===== src/rtl/chan_override_pkg.sv =====
// Shared types for the per-channel override capture block.
// Each channel is NORMAL, FORCED or HOLD.
package chan_override_pkg;

    localparam int STATE_W = 2;

    typedef enum logic [STATE_W-1:0] {
        NORMAL = 2'd0,
        FORCED = 2'd1,
        HOLD   = 2'd2
    } ovr_state_t;

    // Any state other than NORMAL presents the override value.
    function automatic logic is_overridden(input ovr_state_t st);
        return st != NORMAL;
    endfunction

endpackage


===== src/rtl/chan_override_slice.sv =====
// One capture channel: shadow register, override register, post-release hold counter
// and the registered output mux, all driven from a single state machine.
module chan_override_slice
    import chan_override_pkg::*;
#(
    parameter int unsigned WIDTH  = 4,
    parameter int unsigned HOLD_W = 3
) (
    input  logic              clk,
    input  logic              rst,
    input  logic [WIDTH-1:0]  in,
    input  logic              force_en,
    input  logic [WIDTH-1:0]  force_val,
    input  logic              release_req,
    input  logic [HOLD_W-1:0] hold_cycles,
    output logic [WIDTH-1:0]  out,
    output logic [WIDTH-1:0]  shadow,
    output logic              forced
);

    ovr_state_t        state_q;
    logic [WIDTH-1:0]  ovr_q;
    logic [HOLD_W-1:0] cnt_q;

    always_ff @(posedge clk or posedge rst) begin
        if (rst) begin
            state_q <= NORMAL;
            ovr_q   <= '0;
            cnt_q   <= '0;
            out     <= '0;
            shadow  <= '0;
            forced  <= 1'b0;
        end else begin
            // The shadow tracks the input regardless of override state.
            shadow <= in;
            unique case (state_q)
                NORMAL: begin
                    if (force_en) begin
                        state_q <= FORCED;
                        ovr_q   <= force_val;
                        out     <= force_val;
                        forced  <= 1'b1;
                    end else begin
                        out    <= in;
                        forced <= 1'b0;
                    end
                end
                FORCED: begin
                    if (force_en) begin
                        ovr_q  <= force_val;
                        out    <= force_val;
                        forced <= 1'b1;
                    end else if (release_req) begin
                        if (hold_cycles == '0) begin
                            state_q <= NORMAL;
                            out     <= in;
                            forced  <= 1'b0;
                        end else begin
                            // Count reaches zero on the last held cycle, giving N held cycles.
                            state_q <= HOLD;
                            cnt_q   <= hold_cycles - HOLD_W'(1);
                            out     <= ovr_q;
                            forced  <= 1'b1;
                        end
                    end else begin
                        out    <= ovr_q;
                        forced <= 1'b1;
                    end
                end
                HOLD: begin
                    if (force_en) begin
                        state_q <= FORCED;
                        ovr_q   <= force_val;
                        out     <= force_val;
                        forced  <= 1'b1;
                    end else if (cnt_q == '0) begin
                        state_q <= NORMAL;
                        out     <= in;
                        forced  <= 1'b0;
                    end else begin
                        cnt_q  <= cnt_q - HOLD_W'(1);
                        out    <= ovr_q;
                        forced <= 1'b1;
                    end
                end
                default: begin
                    state_q <= NORMAL;
                    out     <= in;
                    forced  <= 1'b0;
                end
            endcase
        end
    end

endmodule


===== src/rtl/chan_override_capture.sv =====
// Multi-channel capture register with independent per-channel override and release hold.
// busy reports whether any channel is currently presenting an override.
module chan_override_capture
    import chan_override_pkg::*;
#(
    parameter int unsigned WIDTH  = 4,
    parameter int unsigned NCHAN  = 2,
    parameter int unsigned HOLD_W = 3
) (
    input  logic                   clk,
    input  logic                   rst,
    input  logic [NCHAN*WIDTH-1:0] in,
    input  logic [NCHAN-1:0]       force_en,
    input  logic [NCHAN*WIDTH-1:0] force_val,
    input  logic [NCHAN-1:0]       release_req,
    input  logic [HOLD_W-1:0]      hold_cycles,
    output logic [NCHAN*WIDTH-1:0] out,
    output logic [NCHAN*WIDTH-1:0] shadow,
    output logic [NCHAN-1:0]       forced,
    output logic                   busy
);

    for (genvar c = 0; c < NCHAN; c++) begin : g_chan
        chan_override_slice #(
            .WIDTH  (WIDTH),
            .HOLD_W (HOLD_W)
        ) u_slice (
            .clk         (clk),
            .rst         (rst),
            .in          (in[c*WIDTH +: WIDTH]),
            .force_en    (force_en[c]),
            .force_val   (force_val[c*WIDTH +: WIDTH]),
            .release_req (release_req[c]),
            .hold_cycles (hold_cycles),
            .out         (out[c*WIDTH +: WIDTH]),
            .shadow      (shadow[c*WIDTH +: WIDTH]),
            .forced      (forced[c])
        );
    end

    always_comb begin
        busy = |forced;
    end

endmodule


===== config.mk =====
export PLATFORM = sky130hd
export DESIGN_NAME = chan_override_capture
export DESIGN_NICKNAME = d
export VERILOG_FILES = /design/src/rtl/chan_override_pkg.sv /design/src/rtl/chan_override_slice.sv /design/src/rtl/chan_override_capture.sv
export SDC_FILE = /design/constraint.sdc
export NUM_CORES = 1
export LEC_CHECK = 0
export CAP_MARGIN = 20
export CORE_ASPECT_RATIO = 0.8
export CORE_UTILIZATION = 54
export CTS_CLUSTER_DIAMETER = 60
export DETAILED_ROUTE_END_ITERATION = 7
export PLACE_DENSITY = 0.91
export SLEW_MARGIN = 20
export SYNTH_ARGS = -nofsm -noshare
export SYNTH_HDL_FRONTEND = slang
export SYNTH_SLANG_ARGS = --single-unit

===== constraint.sdc =====
create_clock -name clk -period 4.8 [get_ports clk]
set_input_delay 0.48 -clock clk [delete_from_list [all_inputs] [get_ports clk]]
set_output_delay 0.48 -clock clk [all_outputs]
set_load 0.02 [all_outputs]

# After elaboration in Yosys (flattened, before gate mapping)
# Index checks and enable logic that the tools add are counted.
dict set report totals {
  reg_bits 36
}
dict set report classes {
  n_addsub 3
  eq_ne 18
  n_mux 51
  reduce_logical 16
}
# cell count
set op_table {}
lappend op_table {{two-way mux 4 bit} 12}
lappend op_table {{two-way mux 3 bit} 9}
lappend op_table {{inequality test 2 bit (second input constant)} 12}
lappend op_table {{case mux 4 bit (3 select lines)} 2}
lappend op_table {{two-way mux 2 bit} 11}
lappend op_table {{case mux 2 bit (3 select lines)} 2}
lappend op_table {{case mux 3 bit (2 select lines)} 2}
lappend op_table {{AND reduction 6 bit} 2}
lappend op_table {{two-way mux 1 bit} 11}
lappend op_table {{logical NOT 3 bit} 3}
lappend op_table {{subtractor 3 x 1 -> 3 bit (second input constant)} 3}
lappend op_table {{AND reduction 4 bit} 2}
lappend op_table {{inequality test 3 x 2 -> 1 bit (second input constant)} 2}
lappend op_table {{case mux 1 bit (3 select lines)} 2}
lappend op_table {{OR reduction 3 bit} 2}
lappend op_table {{equality test 2 x 1 -> 1 bit (second input constant)} 2}
lappend op_table {{equality test 2 bit (second input constant)} 2}
lappend op_table {{logical NOT 2 bit} 2}
lappend op_table {{AND reduction 2 bit} 2}
lappend op_table {{nonzero test 2 bit} 2}
lappend op_table {{OR reduction 2 bit} 1}

# Depth between registers and ports, before layout
# Gate-level depths: netlist (run 1).
dict set report depth {
  ltp_word 5
  depth_mapped 7
}

# Cells and area by module
# Synthesis (run 1) repeated with hierarchy kept, for this count alone.
dict set report hier_totals {
  hier_cells 205
  hier_area_um2 2069.5
}
# mod instances cells_per_inst area_per_inst_um2 seq_area_each_um2
set modules_own_cells {}
lappend modules_own_cells {{chan_override_slice (g_chan[0].u_slice)} 1 107 1033.5 450.4}
lappend modules_own_cells {{chan_override_slice (g_chan[1].u_slice)} 1 97 1029.7 450.4}
lappend modules_own_cells {chan_override_capture 1 1 6.3 0.0}

# Worst setup path after synthesis (run 1)
# OpenSTA, ideal clock, no wires.
dict set report synth_path {
  kind {input to register}
  startpoint {in hold_cycles[0]}
  endpoint {reg g_chan[1].u_slice.out[2]}
  setup_time_ns 0.138
  arrival_ns 1.530
  setup_slack_ns 3.132
  stages 6
  path_buffers 0
  path_cell_list {inv_1 -> ha_1 -> and3b_4 -> a221o_1 -> o221ai_2 -> o211ai_1}
}
dict set report synth_between {
  elab_chain_cells 5
}
# item line
set synth_rtl {}
lappend synth_rtl {{from (decl)} chan_override_capture.sv:16} ;# input logic [HOLD_W-1:0] hold_cycles,
lappend synth_rtl {{logical NOT 3 bit} chan_override_slice.sv:54} ;# if (hold_cycles == '0) begin
lappend synth_rtl {{two-way mux 4 bit} chan_override_slice.sv:54}
lappend synth_rtl {{two-way mux 4 bit} chan_override_slice.sv:53} ;# end else if (release_req) begin
lappend synth_rtl {{two-way mux 4 bit} chan_override_slice.sv:49} ;# if (force_en) begin
lappend synth_rtl {{case mux 4 bit (3 select lines)} chan_override_slice.sv:36} ;# unique case (state_q)
lappend synth_rtl {{to (signal assigned)} chan_override_slice.sv:41} ;# out <= force_val;
lappend synth_rtl {{to (signal assigned)} chan_override_slice.sv:51} ;# out <= force_val;
lappend synth_rtl {{to (signal assigned)} chan_override_slice.sv:56} ;# out <= in;
lappend synth_rtl {{to (decl)} chan_override_slice.sv:16} ;# output logic [WIDTH-1:0] out,
# No other way between the ends.
# A chain may end at the register's enable or synchronous reset.

# Worst setup path in the final report (run 1)
dict set report layout_path {
  startpoint {reg g_chan[1].u_slice.state_q[0]}
  endpoint {reg g_chan[1].u_slice.state_q[0]}
}
dict set report layout_between {
  elab_chain_cells 3
}
# item line
set layout_rtl {}
lappend layout_rtl {{from (decl)} chan_override_slice.sv:21} ;# ovr_state_t state_q;
lappend layout_rtl {{from (signal assigned)} chan_override_slice.sv:27} ;# state_q <= NORMAL;
lappend layout_rtl {{from (signal assigned)} chan_override_slice.sv:39} ;# state_q <= FORCED;
lappend layout_rtl {{from (signal assigned)} chan_override_slice.sv:55} ;# state_q <= NORMAL;
lappend layout_rtl {{equality test 2 bit (tied with other cells)} chan_override_slice.sv:36}
lappend layout_rtl {{inequality test 3 x 2 -> 1 bit (no source line) / inequality test 2 bit (equally long branches)} n/a}
lappend layout_rtl {{AND reduction 4 bit (no source line)} n/a}
# Several ways; a longest one is shown, not always the timed one.

==> report_table.html, run 1 <==
<table>
<tr><th>Metric</th><th>Value</th></tr>
<tr><th colspan="2">Drt</th></tr>
<tr><td>Via total after detailed routing</td><td>1,713</td></tr>
<tr><td>Routed wire length</td><td>4400 um</td></tr>
<tr><td>WL per Instance</td><td>15.07 um</td></tr>
<tr><td>Initial DRC count</td><td>153</td></tr>
<tr><td>Length of the first detailed-routing pass in iterations</td><td>6</td></tr>
<tr><td>DRC errors left</td><td>10</td></tr>
<tr><td>Ratio of routed vias to standard cells</td><td>5.866</td></tr>
<tr><td>Antenna Nets Post-Route</td><td>0</td></tr>
<tr><th colspan="2">Outcome</th></tr>
<tr><td>Outcome</td><td>finished with violations</td></tr>
<tr><td>Violated checks</td><td>DRC</td></tr>
<tr><th colspan="2">Floorplan</th></tr>
<tr><td>Die ar.</td><td>0.004038 mm2</td></tr>
<tr><td>Die boundary height</td><td>57.04 um</td></tr>
<tr><td>Top-Level Pins</td><td>44</td></tr>
<tr><td>Die span in x</td><td>70.80 um</td></tr>
<tr><td>Floorplan Core Area</td><td>0.003518 mm2</td></tr>
<tr><td>Effective utilization at floorplan</td><td>58.11%</td></tr>
<tr><td>Num rows</td><td>19</td></tr>
<tr><th colspan="2">Setup path</th></tr>
<tr><td>Startpoint type of the worst setup path</td><td>register</td></tr>
<tr><td>Worst r2r path cells</td><td>6</td></tr>
<tr><td>Category of the most critical setup path</td><td>register to register</td></tr>
<tr><td>Launching point of the worst reg2reg path</td><td>g_chan[1].u_slice.state_q[0]</td></tr>
<tr><td>Critical path arrival</td><td>2.27 ns</td></tr>
<tr><td>Worst-path fanout max</td><td>13</td></tr>
<tr><td>Reg-to-reg slack, setup</td><td>2.71 ns</td></tr>
<tr><td>Worst r2r dst</td><td>g_chan[1].u_slice.state_q[0]</td></tr>
<tr><td>Capturing element type of the critical path</td><td>register</td></tr>
<tr><td>Required time of the worst setup path</td><td>4.98 ns</td></tr>
<tr><th colspan="2">Clock network</th></tr>
<tr><td>Maximum root-to-sink buffer count</td><td>2</td></tr>
<tr><td>Total number of clock tree sinks</td><td>36</td></tr>
<tr><td>Later-pin clock latency in the skew report</td><td>0.29 ns</td></tr>
<tr><td>Max H-tree Level</td><td>2</td></tr>
<tr><td>CTS Buf Count</td><td>5</td></tr>
<tr><td>Clock-pin slew of the registers on the worst-case setup and hold paths</td><td>0.07 ns</td></tr>
<tr><td>Number of gates resized after cts</td><td>0</td></tr>
<tr><td>CTS tree</td><td>done</td></tr>
<tr><td>Cell chosen for the clock root</td><td>clkbuf_8</td></tr>
<tr><td>CTS Hold Bufs</td><td>0</td></tr>
<tr><td>Setup bufs post-CTS</td><td>0</td></tr>
<tr><th colspan="2">Power and ir drop</th></tr>
<tr><td>Internal Pwr Total</td><td>0.9164 mW</td></tr>
<tr><td>Clk network pwr share</td><td>17.5%</td></tr>
<tr><td>Net load switching power</td><td>0.5920 mW</td></tr>
<tr><td>Sequential cell fraction of total power</td><td>30.9%</td></tr>
<tr><td>Power density relative to cell area</td><td>579.0 mW/mm2</td></tr>
<tr><td>Total Power</td><td>1.508 mW</td></tr>
<tr><td>Largest voltage drop on the vdd net</td><td>0.3924 mV</td></tr>
<tr><td>Switching Fraction</td><td>39.25%</td></tr>
<tr><td>Fraction of power consumed by combinational cells</td><td>51.6%</td></tr>
<tr><td>P_leak</td><td>1.153 nW</td></tr>
<tr><th colspan="2">Finish</th></tr>
<tr><td>Net count, final</td><td>288</td></tr>
<tr><td>Final cell area excluding filler cells</td><td>0.002605 mm2</td></tr>
<tr><td>Growth of design area from synthesis to finish</td><td>27.42%</td></tr>
<tr><td>Final std cells w/o fill</td><td>292</td></tr>
<tr><td>Count of filler cells inserted in the layout</td><td>260</td></tr>
<tr><td>Count of inserted antenna diode cells</td><td>0</td></tr>
<tr><td>Layout cells sized above 1</td><td>9.200%</td></tr>
<tr><th colspan="2">Timing</th></tr>
<tr><td>Worst-case clock skew</td><td>0.004455 ns</td></tr>
<tr><td>Final Cycle Share</td><td>43.57%</td></tr>
<tr><td>Setup repair after global routing missed its margin</td><td>false</td></tr>
<tr><td>Relative slew margins</td><td>66.48%</td></tr>
<tr><td>Sum of negative setup slack</td><td>0 ns</td></tr>
<tr><td>Peak Freq</td><td>478.2 MHz</td></tr>
<tr><td>Transition time at the pin with the least slew margin</td><td>0.5013 ns</td></tr>
<tr><td>Crit path time final</td><td>2.091 ns</td></tr>
<tr><td>Max-slew violation count</td><td>0</td></tr>
<tr><td>Worst hold margin</td><td>0.5199 ns</td></tr>
<tr><td>Hold violation count in the final report</td><td>0</td></tr>
<tr><td>Number of setup violations in the final report</td><td>0</td></tr>
<tr><th colspan="2">Logic synthesis</th></tr>
<tr><td>Synth warnings</td><td>0</td></tr>
<tr><td>Register area share after synthesis</td><td>44.06%</td></tr>
<tr><td>Post-synth design cell area</td><td>0.002044 mm2</td></tr>
<tr><td>Dominant cell type by area after synthesis</td><td>dfrtp_1</td></tr>
<tr><td>Post-Synthesis Cells</td><td>205</td></tr>
<tr><td>Share of the synthesized area in the top cell type</td><td>44.06%</td></tr>
<tr><td>Async set-reset flop share out of synthesis</td><td>100.0%</td></tr>
<tr><td>Mapped Avg Cell Area</td><td>9.973 um2</td></tr>
<tr><td>Post-Syn Nets</td><td>244</td></tr>
<tr><td>Number of storage elements in the synthesis netlist</td><td>36</td></tr>
<tr><td>Leading register cell type out of synthesis</td><td>dfrtp_1</td></tr>
<tr><td>Count of flip-flops with a built-in enable after synthesis</td><td>0</td></tr>
<tr><td>Synth area leaders</td><td>dfrtp_1, ha_1, mux2_2</td></tr>
<tr><td>Number of unique standard cell types used by synthesis</td><td>42</td></tr>
<tr><th colspan="2">Min path</th></tr>
<tr><td>Hold path depth</td><td>1</td></tr>
<tr><td>Worst hold path startpoint</td><td>g_chan[1].u_slice.ovr_q[2]</td></tr>
<tr><td>Class of the tightest hold or removal check</td><td>register to register</td></tr>
<tr><td>Destination of the worst hold path</td><td>g_chan[1].u_slice.ovr_q[2]</td></tr>
<tr><th colspan="2">Placed design</th></tr>
<tr><td>HPWL Detailed</td><td>3353 um</td></tr>
<tr><td>Placed Cells</td><td>284</td></tr>
<tr><td>Count of buffers from port buffering</td><td>43</td></tr>
<tr><td>Placer's final routability congestion estimate</td><td>0.8897</td></tr>
<tr><td>Standard cell area after detailed placement</td><td>0.002497 mm2</td></tr>
<tr><th colspan="2">GRT</th></tr>
<tr><td>Wire length of the first global-routing pass</td><td>7465 um</td></tr>
<tr><td>Initial antenna violation count</td><td>0</td></tr>
<tr><td>Global routing usage summed across all routing layers</td><td>24.44%</td></tr>
<tr><td>Grt ovf</td><td>0</td></tr>
<tr><td>Via count of the first global-routing pass</td><td>1,622</td></tr>
<tr><td>Maximum number of pins on one net before global-route repair</td><td>37</td></tr>
<tr><th colspan="2">Run</th></tr>
<tr><td>Number of max-capacitance violations reported</td><td>0</td></tr>
</table>
## synthesized netlist by cell type (3+ instances only)
library cell / n
dfrtp_1: 36
inv_1: 16
nand2_1: 16
ha_1: 14
a21oi_1: 13
mux2_2: 11
o21ai_0: 11
nand2b_1: 10
nor2_1: 9
o22ai_1: 8
nor2b_1: 7
o211ai_1: 5
a31oi_1: 4
mux2i_1: 4
buf_2: 3
nand3_1: 3
or3_1: 3
## cells in the final DEF (no fill, tap or decap), types with 3 or more instances in the layout
| master | synthesis | routed |
|---|---|---|
| nand3_1 | 3 | 3 |
| ha_1 | 14 | 14 |
| o22ai_1 | 8 | 8 |
| o211ai_1 | 5 | 5 |
| o21ai_0 | 11 | 11 |
| mux2_2 | 11 | 11 |
| dfrtp_1 | 36 | 36 |
| nor2b_1 | 7 | 7 |
| clkdlybuf4s50_1 | 0 | 43 |
| mux2i_1 | 4 | 4 |
| nor2_1 | 9 | 9 |
| nand2_1 | 16 | 16 |
| clkbuf_8 | 0 | 5 |
| nand2b_1 | 10 | 10 |
| a31oi_1 | 4 | 4 |
| or3_1 | 3 | 3 |
| a21oi_1 | 13 | 13 |
| inv_1 | 16 | 16 |
## sequential cells by signal, indices dropped and copies added, names as in the netlist
signal and flops:
g_chan.u_slice.cnt_q 6, g_chan.u_slice.out 8, g_chan.u_slice.forced 2, g_chan.u_slice.ovr_q 8, g_chan.u_slice.shadow 8, g_chan.u_slice.state_q 4
## critical path, cell delays in order (launching register included)
cell	delay, ns
dfrtp_1	0.41
inv_1	0.10
ha_1	0.44
inv_1	0.17
o21ba_2	0.24
o22ai_1	0.25
mux2_2	0.37
## through the flow
step / util (%) / worst slack, ns
2_1_floorplan: - / 3.132
3_3_place_gp: 70.98 / 2.564
3_5_place_dp: 70.98 / 2.528
4_1_cts: 74.04 / 2.713
5_1_grt: 74.04 / 2.557
6_report: 74.04 / 2.709
## kinds of logic after synthesis
kind of cell / after synthesis / synth area share (%)
AO/OA/AOI/OAI: 58 / 19.10
AND/OR/NAND/NOR: 58 / 15.06
flip-flops: 36 / 44.06
buffers and inverters: 23 / 4.773
multiplexers: 15 / 8.017
adder cells (fa/ha/maj): 14 / 8.568
XOR/XNOR: 1 / 0.4285
## final cells by class
type	instances	area [um2]	share of cell area (%)
clock buffers	6	72.57	2.786
clock inverters	2	35.03	1.345
inverters	16	60.06	2.305
multi-input cells	146	1046	40.15
flip-flops and latches	36	900.9	34.58
well taps	42	52.55	2.017
repair buffers	44	437.9	16.81
## routing by layer
metal	track usage [%]	up-vias	routed length, um
li1	-	816	-
met1	31.99	834	1984
met2	39.42	54	2099
met3	4.947	9	225
met4	11.71	0	91
met5	0	-	0
## power by group through the flow
stage | combinational (mW) | sequential (mW) | clock, mW
2_1_floorplan | 0.499 | 0.503 | 0
3_3_place_gp | 0.734 | 0.461 | 0
3_5_place_dp | 0.768 | 0.472 | 0
4_1_cts | 0.772 | 0.467 | 0.266
5_1_grt | 0.848 | 0.480 | 0.281
6_report | 0.779 | 0.466 | 0.264
## worst max path at each step
stage                              endpoint  slack, ns                    startpoint
3_5_place_dp       g_chan[1].u_slice.out[2]       2.53                hold_cycles[0]
2_1_floorplan      g_chan[1].u_slice.out[2]       3.13                hold_cycles[0]
4_1_cts        g_chan[1].u_slice.state_q[0]       2.71  g_chan[1].u_slice.state_q[0]
3_3_place_gp       g_chan[1].u_slice.out[2]       2.56                hold_cycles[0]
6_report       g_chan[1].u_slice.state_q[0]       2.71  g_chan[1].u_slice.state_q[0]
5_1_grt        g_chan[1].u_slice.state_q[0]       2.56  g_chan[1].u_slice.state_q[0]
Power figures use the tool's default switching activity.
==> run 2, diff against run 1 <==
- CORE_UTILIZATION: 54 -> 46
- PLACE_DENSITY: 0.91 -> 0.83
- clock period: 4.8 -> 1.9 ns (I/O delays scaled with it)
==> run 2 against run 1 <==
  * The flow now finishes without violations
  * Final cell count is 9.6% higher
  * First-iteration DRC count is 33% lower
  * Register-to-register slack worse by 2.6 ns
  * Clock-buffer cell count is 1 lower
  * Setup slack worse by 2.6 ns
  * Maximum frequency increased by 17%
  * Sequential share of layout area down 1.3 points
  * Critical path type unchanged
  * Largest cell class unchanged
  * Largest power group unchanged
  * Highest routed layer unchanged
==> report_table.html, run 2 (synthesized netlist as in run 1, its figures left out) <==
<table>
<tr><th>Metric</th><th>Value</th></tr>
<tr><th colspan="2">Timing</th></tr>
<tr><td>Peak Freq</td><td>560.7 MHz</td></tr>
<tr><td>Slack of the critical path</td><td>0.1165 ns</td></tr>
<tr><td>Max-slew violation count</td><td>0</td></tr>
<tr><td>Number of setup violations in the final report</td><td>0</td></tr>
<tr><td>Transition time at the pin with the least slew margin</td><td>0.4374 ns</td></tr>
<tr><td>Worst-case clock skew</td><td>0.01752 ns</td></tr>
<tr><td>Setup repair after global routing missed its margin</td><td>false</td></tr>
<tr><td>Relative slew margins</td><td>70.84%</td></tr>
<tr><td>Hold violation count in the final report</td><td>0</td></tr>
<tr><td>Crit path time final</td><td>1.783 ns</td></tr>
<tr><td>Final Cycle Share</td><td>93.87%</td></tr>
<tr><td>Sum of negative setup slack</td><td>0 ns</td></tr>
<tr><th colspan="2">Drt</th></tr>
<tr><td>Via total after detailed routing</td><td>1,719</td></tr>
<tr><td>Uppermost metal layer occupied by signal nets</td><td>met4</td></tr>
<tr><td>Detail Route met2 WL</td><td>1881 um</td></tr>
<tr><td>DRC errors left</td><td>0</td></tr>
<tr><td>Routed wire length</td><td>4239 um</td></tr>
<tr><td>Wire length the detailed router placed on met1</td><td>2098 um</td></tr>
<tr><td>Met3 wirelength from detailed routing</td><td>200 um</td></tr>
<tr><td>Antenna Nets Post-Route</td><td>0</td></tr>
<tr><td>WL per Instance</td><td>13.25 um</td></tr>
<tr><td>Length of the first detailed-routing pass in iterations</td><td>4</td></tr>
<tr><td>Initial DRC count</td><td>103</td></tr>
<tr><td>Ratio of routed vias to standard cells</td><td>5.372</td></tr>
<tr><th colspan="2">Setup path</th></tr>
<tr><td>Worst-path fanout max</td><td>6</td></tr>
<tr><td>Required time of the worst setup path</td><td>2.08 ns</td></tr>
<tr><td>Standard cell with the maximum stage delay on the critical path</td><td>dfrtp_1</td></tr>
<tr><td>Critical Path, Cell by Cell</td><td>inv_1 -&gt; ha_1 -&gt; nor2_1 -&gt; a211o_1 -&gt; or2_1 -&gt; o22a_1</td></tr>
<tr><td>Maximum cell stage delay along the critical path</td><td>0.41 ns</td></tr>
<tr><td>Startpoint type of the worst setup path</td><td>register</td></tr>
<tr><td>Worst r2r dst</td><td>g_chan[1].u_slice.cnt_q[2]</td></tr>
<tr><td>Capturing element type of the critical path</td><td>register</td></tr>
<tr><td>Critical path arrival</td><td>1.96 ns</td></tr>
<tr><td>Worst r2r path cells</td><td>6</td></tr>
<tr><td>Launching point of the worst reg2reg path</td><td>g_chan[1].u_slice.state_q[1]</td></tr>
<tr><td>Category of the most critical setup path</td><td>register to register</td></tr>
<tr><td>Reg-to-reg slack, setup</td><td>0.12 ns</td></tr>
<tr><th colspan="2">Clock network</th></tr>
<tr><td>Clock-pin slew of the registers on the worst-case setup and hold paths</td><td>0.09 ns</td></tr>
<tr><td>Max H-tree Level</td><td>2</td></tr>
<tr><td>CTS tree</td><td>done</td></tr>
<tr><td>Total number of clock tree sinks</td><td>36</td></tr>
<tr><td>Setup bufs post-CTS</td><td>0</td></tr>
<tr><td>CTS Buf Count</td><td>5</td></tr>
<tr><td>Cell chosen for the clock root</td><td>clkbuf_8</td></tr>
<tr><td>CTS Hold Bufs</td><td>0</td></tr>
<tr><td>Maximum root-to-sink buffer count</td><td>2</td></tr>
<tr><td>Later-pin clock latency in the skew report</td><td>0.30 ns</td></tr>
<tr><th colspan="2">Floorplan</th></tr>
<tr><td>Floorplan Core Area</td><td>0.004230 mm2</td></tr>
<tr><td>Num rows</td><td>21</td></tr>
<tr><td>Die boundary height</td><td>61.63 um</td></tr>
<tr><td>Die span in x</td><td>76.54 um</td></tr>
<tr><td>Top-Level Pins</td><td>44</td></tr>
<tr><td>Die ar.</td><td>0.004717 mm2</td></tr>
<tr><td>Effective utilization at floorplan</td><td>48.33%</td></tr>
<tr><th colspan="2">Finish</th></tr>
<tr><td>Layout cells sized above 1</td><td>14.83%</td></tr>
<tr><td>Count of inserted antenna diode cells</td><td>0</td></tr>
<tr><td>Register area</td><td>900.9 um2</td></tr>
<tr><td>Top library cells by usage in the layout, fill and taps aside</td><td>clkdlybuf4s50_1, dfrtp_1, nand2_1, inv_1, buf_4</td></tr>
<tr><td>Multi-input combinational cell area</td><td>0.001051 mm2</td></tr>
<tr><td>Most common library cell in the layout ignoring fill and taps</td><td>clkdlybuf4s50_1</td></tr>
<tr><td>Count of filler cells inserted in the layout</td><td>346</td></tr>
<tr><td>Growth of design area from synthesis to finish</td><td>32.37%</td></tr>
<tr><td>Net count, final</td><td>301</td></tr>
<tr><td>Registers with the most flip-flops</td><td>g_chan.u_slice.out (8), g_chan.u_slice.ovr_q (8), g_chan.u_slice.shadow (8)</td></tr>
<tr><th colspan="2">Placed design</th></tr>
<tr><td>HPWL Detailed</td><td>3272 um</td></tr>
<tr><td>Pre-CTS WS</td><td>0.001685 ns</td></tr>
<tr><td>Placer's final routability congestion estimate</td><td>0.8735</td></tr>
<tr><td>Count of buffers from port buffering</td><td>43</td></tr>
<tr><th colspan="2">GRT</th></tr>
<tr><td>Wire length of the first global-routing pass</td><td>7182 um</td></tr>
<tr><td>Global routing usage summed across all routing layers</td><td>20.14%</td></tr>
<tr><td>Initial antenna violation count</td><td>0</td></tr>
<tr><td>Grt ovf</td><td>0</td></tr>
<tr><td>Maximum number of pins on one net before global-route repair</td><td>37</td></tr>
<tr><td>Via count of the first global-routing pass</td><td>1,611</td></tr>
<tr><th colspan="2">Power and ir drop</th></tr>
<tr><td>Power density relative to cell area</td><td>1390 mW/mm2</td></tr>
<tr><td>P_leak</td><td>1.209 nW</td></tr>
<tr><td>Total Power</td><td>3.763 mW</td></tr>
<tr><td>Largest voltage drop on the vdd net</td><td>0.6431 mV</td></tr>
<tr><th colspan="2">Min path</th></tr>
<tr><td>Class of the tightest hold or removal check</td><td>input pin to async pin</td></tr>
<tr><th colspan="2">Run</th></tr>
<tr><td>Number of max-capacitance violations reported</td><td>0</td></tr>
<tr><th colspan="2">Outcome</th></tr>
<tr><td>Outcome</td><td>completed</td></tr>
</table>
[run 2: routing by layer]
| metal | vias up | GRT usage [%] |
|---|---|---|
| li1 | 847 | - |
| met1 | 812 | 26.43 |
| met2 | 53 | 33.08 |
| met3 | 7 | 4.148 |
| met4 | 0 | 9.341 |
| met5 | - | 0 |
[run 2: layout make-up]
class	instances	share of cell area, %
multi-input cells	146	38.83
flip-flops and latches	36	33.29
repair buffers	57	19.79
well taps	57	2.635
clock buffers	5	2.543
inverters	16	2.219
clock inverters	3	0.6935
[run 2: how the worst max path moves through the flow]
stage / from / end / slack (ns) / cells past startpoint
after CTS: g_chan[1].u_slice.state_q[0] / g_chan[1].u_slice.out[2] / 0.08 / 6
after floorplan: g_chan[1].u_slice.state_q[0] / g_chan[1].u_slice.cnt_q[2] / 0.27 / 6
after detailed placement: hold_cycles[0] / g_chan[1].u_slice.out[2] / 0.002 / 7
final: g_chan[1].u_slice.state_q[1] / g_chan[1].u_slice.cnt_q[2] / 0.12 / 6
after global routing: g_chan[0].u_slice.state_q[0] / g_chan[0].u_slice.out[0] / 0.004 / 7
after global placement: hold_cycles[0] / g_chan[1].u_slice.out[2] / 0.02 / 7
[run 2: repair_timing]
item	CTS	global route
resized for setup	0	2
setup endpoints to repair	0	3
endpoints found under the hold margin	0	0
[run 2: through the flow]
step | hold slack [ns] | cells | util [%] | area [um2]
after floorplan | 0.2214 | 205 | - | 2044
after global placement | 0.4870 | 312 | 61.79 | 2614
after detailed placement | 0.4978 | 312 | 61.79 | 2614
after CTS | 0.3144 | 320 | 63.86 | 2701
after global routing | 0.3489 | 320 | 63.98 | 2706
final | 0.2883 | 320 | 63.98 | 2706
[run 2: critical path, delay by kind of cell, from the launching register on]
| family | cells | cell delay [ns] |
|---|---|---|
| AO/OA/AOI/OAI | 2 | 0.52 |
| adder cells (fa/ha/maj) | 1 | 0.28 |
| buffers and inverters | 1 | 0.11 |
| AND/OR/NAND/NOR | 2 | 0.34 |
| flip-flops | 1 | 0.41 |
[run 2: where the power goes]
group	internal [mW]	switching, mW	total, mW
registers	1.03	0.133	1.16
clock network	0.255	0.290	0.545
logic	0.992	1.06	2.05
==> run 3, diff against run 2 <==
- CTS_CLUSTER_SIZE: not set -> 28
==> results of run 3 <==
Final layout, timing and power as in run 2 (identical DEF).
